===== config.mk =====
export PLATFORM = sky130hd
export DESIGN_NAME = dff_debounce
export DESIGN_NICKNAME = d
export VERILOG_FILES = /design/src/rtl/dff_debounce.sv
export SDC_FILE = /design/constraint.sdc
export NUM_CORES = 1
export LEC_CHECK = 0
export CAP_MARGIN = 15
export CORE_AREA = 2 2 39 41
export CTS_CLUSTER_DIAMETER = 30
export DETAILED_ROUTE_END_ITERATION = 6
export DIE_AREA = 0 0 41 43
export GPL_TIMING_DRIVEN = 0
export SLEW_MARGIN = 20
export SYNTH_ARGS = -nofsm -noshare
export SYNTH_HDL_FRONTEND = slang
export SYNTH_SLANG_ARGS = --single-unit
export TNS_END_PERCENT = 20

===== constraint.sdc =====
create_clock -name clk -period 3.05 [get_ports clk]
set_input_delay 0.4575 -clock clk [delete_from_list [all_inputs] [get_ports clk]]
set_output_delay 0.4575 -clock clk [all_outputs]
set_load 0.005 [all_outputs]

===== src/rtl/dff_debounce.sv =====
// Debounces the single-bit level from the upstream dff: a new level is accepted after CNT_MAX
// identical consecutive samples. Optional two-flop input synchronizer under DFF_DEBOUNCE_SYNC_EN.
module dff_debounce #(
  parameter int unsigned CNT_MAX = 4,
  parameter int unsigned CNT_W   = $clog2(CNT_MAX + 1)
) (
  input  logic clk,
  input  logic rst,
  input  logic din,
  output logic dout,
  output logic rise,
  output logic fall,
  output logic busy
);

  if (CNT_MAX < 2 || CNT_MAX > 255) begin : g_bad_cnt_max
    $error("dff_debounce: CNT_MAX must be in 2..255");
  end

  localparam logic [CNT_W-1:0] CntLast = CNT_W'(CNT_MAX - 1);
  localparam logic [CNT_W-1:0] CntOne  = CNT_W'(1);

  typedef enum logic [1:0] {StIdleLo, StWaitHi, StIdleHi, StWaitLo} state_e;

  state_e           state;
  logic [CNT_W-1:0] cnt;
  logic             din_s;

`ifdef DFF_DEBOUNCE_SYNC_EN
  logic sync_q1, sync_q2;

  always_ff @(posedge clk) begin
    if (rst) begin
      sync_q1 <= 1'b0;
      sync_q2 <= 1'b0;
    end else begin
      sync_q1 <= din;
      sync_q2 <= sync_q1;
    end
  end

  assign din_s = sync_q2;
`else
  // Upstream dff is already in the clk domain.
  assign din_s = din;
`endif

  always_ff @(posedge clk) begin
    if (rst) begin
      state <= StIdleLo;
      cnt   <= '0;
      dout  <= 1'b0;
      rise  <= 1'b0;
      fall  <= 1'b0;
      busy  <= 1'b0;
    end else begin
      rise <= 1'b0;
      fall <= 1'b0;
      unique case (state)
        StIdleLo: begin
          if (din_s) begin
            state <= StWaitHi;
            cnt   <= CntOne;
            busy  <= 1'b1;
          end else begin
            cnt <= '0;
          end
        end
        StWaitHi: begin
          if (!din_s) begin
            state <= StIdleLo;
            cnt   <= '0;
            busy  <= 1'b0;
          end else if (cnt == CntLast) begin
            state <= StIdleHi;
            cnt   <= '0;
            dout  <= 1'b1;
            rise  <= 1'b1;
            busy  <= 1'b0;
          end else begin
            cnt <= cnt + CntOne;
          end
        end
        StIdleHi: begin
          if (!din_s) begin
            state <= StWaitLo;
            cnt   <= CntOne;
            busy  <= 1'b1;
          end else begin
            cnt <= '0;
          end
        end
        StWaitLo: begin
          if (din_s) begin
            state <= StIdleHi;
            cnt   <= '0;
            busy  <= 1'b0;
          end else if (cnt == CntLast) begin
            state <= StIdleLo;
            cnt   <= '0;
            dout  <= 1'b0;
            fall  <= 1'b1;
            busy  <= 1'b0;
          end else begin
            cnt <= cnt + CntOne;
          end
        end
      endcase
    end
  end

endmodule


==> results.cfg <==
[finish]
final_area_um2 = 452
drive_gt1_share_pct = 12.2
antenna_cells = 0
nNetsFinal = 46
fillCellCount = 150
area_delta_synth_final_pct = 30.8
final_util_pct = 32.6

[timing]
worst_pin_slew_ps = 243
fin_crit_ps = 1560
period_share_pct = 51.1
slew_violations = 0
max_freq_mhz = 642
slew_headroom_pct = 83.6
clock_skew_ps = 0.898
setup_tns_ps = 0
hold_violations = 0
setup_violations = 0
rsz0062_at_grt = no

[setup_path]
worst_path_largest_cell_delay_ps = 500
crit_path_top_delay_cell = clkdlybuf4s50_1
crit_path_start_kind = register
path_delay_family = buffers and inverters
cp.arrival_ps = 1100
endpoint_kind = primary output
crit_buf_inv = 1
crit_required_ps = 2590
critPathKind = reg2out
crit_fanout = 3
cp_cell_sequence = clkdlybuf4s50_1

[yosys]
yosysWarnings = 0
yosys.area.top_type = dfxtp_1
syn_area_um2 = 345
ys_types = 18
synth_area_leaders = dfxtp_1 52%, and4b_1 5.8%, nor4b_1 5.1%
synth.avg_cell_area_um2 = 11.1
async_flop_share_pct = 0
syn-num-nets = 35
synth_edf_count = 0
yosysTopAreaCellShare_pct = 52.2
ys.flop_type = dfxtp_1
synth-seq-cells = 9
synth_seq_area_share_pct = 52.2
syn_inst = 31

[clock_network]
clk_pin_slew_worst_paths_ps = 60
cts_max_level = 1
tritoncts = yes
cts_buffer_depth = 2
cts-root-buf = clkbuf_4
ctsHoldBuffers = 0
postCtsSetupRepairBufs = 0
insertion_delay_ps = 250
cts.sinks = 9
cts_resized = 0
cts_made_buffers = 3

[routing]
wl_per_cell_um = 9.88
detail-route-antenna-nets = 0
wl_um = 563
num_vias = 255
vias_per_cell = 4.47
first_pass_iters = 2
drtIter0Drc = 1
drc = 0

[floorplan]
die_w_um = 41
die-height_um = 43
die_area_um2 = 1760
ios = 7
initial_core_util_pct = 25.0
coreArea_um2 = 1380
rows = 14

[run_status]
status = finished clean

[global_route]
grt_max_degree = 8
antenna_found_initial = 0
first_global_vias = 248
grt_first_pass_wirelength_um = 1010
grt_overflow = 0
grtUsageTotal_pct = 9.24

[pwr]
leakage_nw = 0.176
irDropWorstVdd_mv = 0.160
power_density_nw_per_um2 = 504

[placement]
dpl.hpwl_um = 409
io_buffers = 6
placed_cell_area_um2 = 425
gp_congestion = 0.720

[hold_path]
hold_class = reg2reg

[flow_run]
maxCapViolCount = 0
==> metal layers <==
metal / wire [µm] / track usage [%] / vias up / part of all wire, %
li1: - / - / 134 / -
met1: 297 / 11.9 / 115 / 53
met2: 248 / 9.69 / 6 / 44
met3: 16 / 4.71 / 0 / 2.8
met4: 0 / 10.0 / 0 / 0
met5: 0 / 0 / - / 0
==> synthesized netlist by cell type, types with 2 or more instances <==
master / count
and4b_1: 2
nor2_1: 2
nand2b_1: 2
nor4b_1: 2
dfxtp_1: 9
a21oi_1: 2
==> report_power, final <==
part / switching [mW] / internal, mW
sequential: 0.00244 / 0.121
clock: 0.0393 / 0.0503
combinational: 0.00597 / 0.00885
==> path summary, 6_finish.rpt <==
path | start | endpoint | slack [ps] | cells after the start
min | dout | dout | 490 | 2
min reg2reg | dout | dout | 490 | 2
max | busy | busy | 1490 | 1
max reg2reg | cnt[0] | busy | 1860 | 4
==> placed cells by master, fill, tap and decap left out, drive strengths merged <==
master	Yosys	routed
nand2	1	1
a21boi	1	1
nand3b	1	1
nor2	2	2
o21bai	1	1
dfxtp	9	9
a2111oi	1	1
and4b	2	2
and4	1	1
clkdlybuf4s50	0	6
nand2b	2	2
and2b	1	1
a21oi	2	2
nor2b	1	1
o21ai	1	1
xor2	1	1
ha	1	1
clkbuf	0	4
and2	1	1
nor4b	2	2
==> cells by family after synthesis <==
family	count (synthesis)	synth area share (%)
compound gates	6	13.0
xor+xnor	1	2.54
fa+ha+maj	1	3.62
flops	9	52.2
simple gates	14	28.6
==> final cells by class <==
| type | count | area, µm² | area share, % |
|---|---|---|---|
| multi-input cells | 22 | 165 | 36.6 |
| well taps | 16 | 20.0 | 4.43 |
| flip-flops and latches | 9 | 180 | 39.9 |
| repair buffers | 6 | 60.1 | 13.3 |
| clock buffers | 4 | 26.3 | 5.82 |
==> metrics by stage <==
stage / total power [mW] / hold slack [ps] / setup WS (ps) / cells
2_1_floorplan: 0.132 / 469 / 1900 / 31
5_1_grt: 0.241 / 536 / 1420 / 57
6_report: 0.228 / 491 / 1490 / 57
4_1_cts: 0.233 / 493 / 1480 / 57
3_3_place_gp: 0.140 / 476 / 1280 / 53
3_5_place_dp: 0.141 / 484 / 1240 / 53
Power figures use the tool's default switching activity.
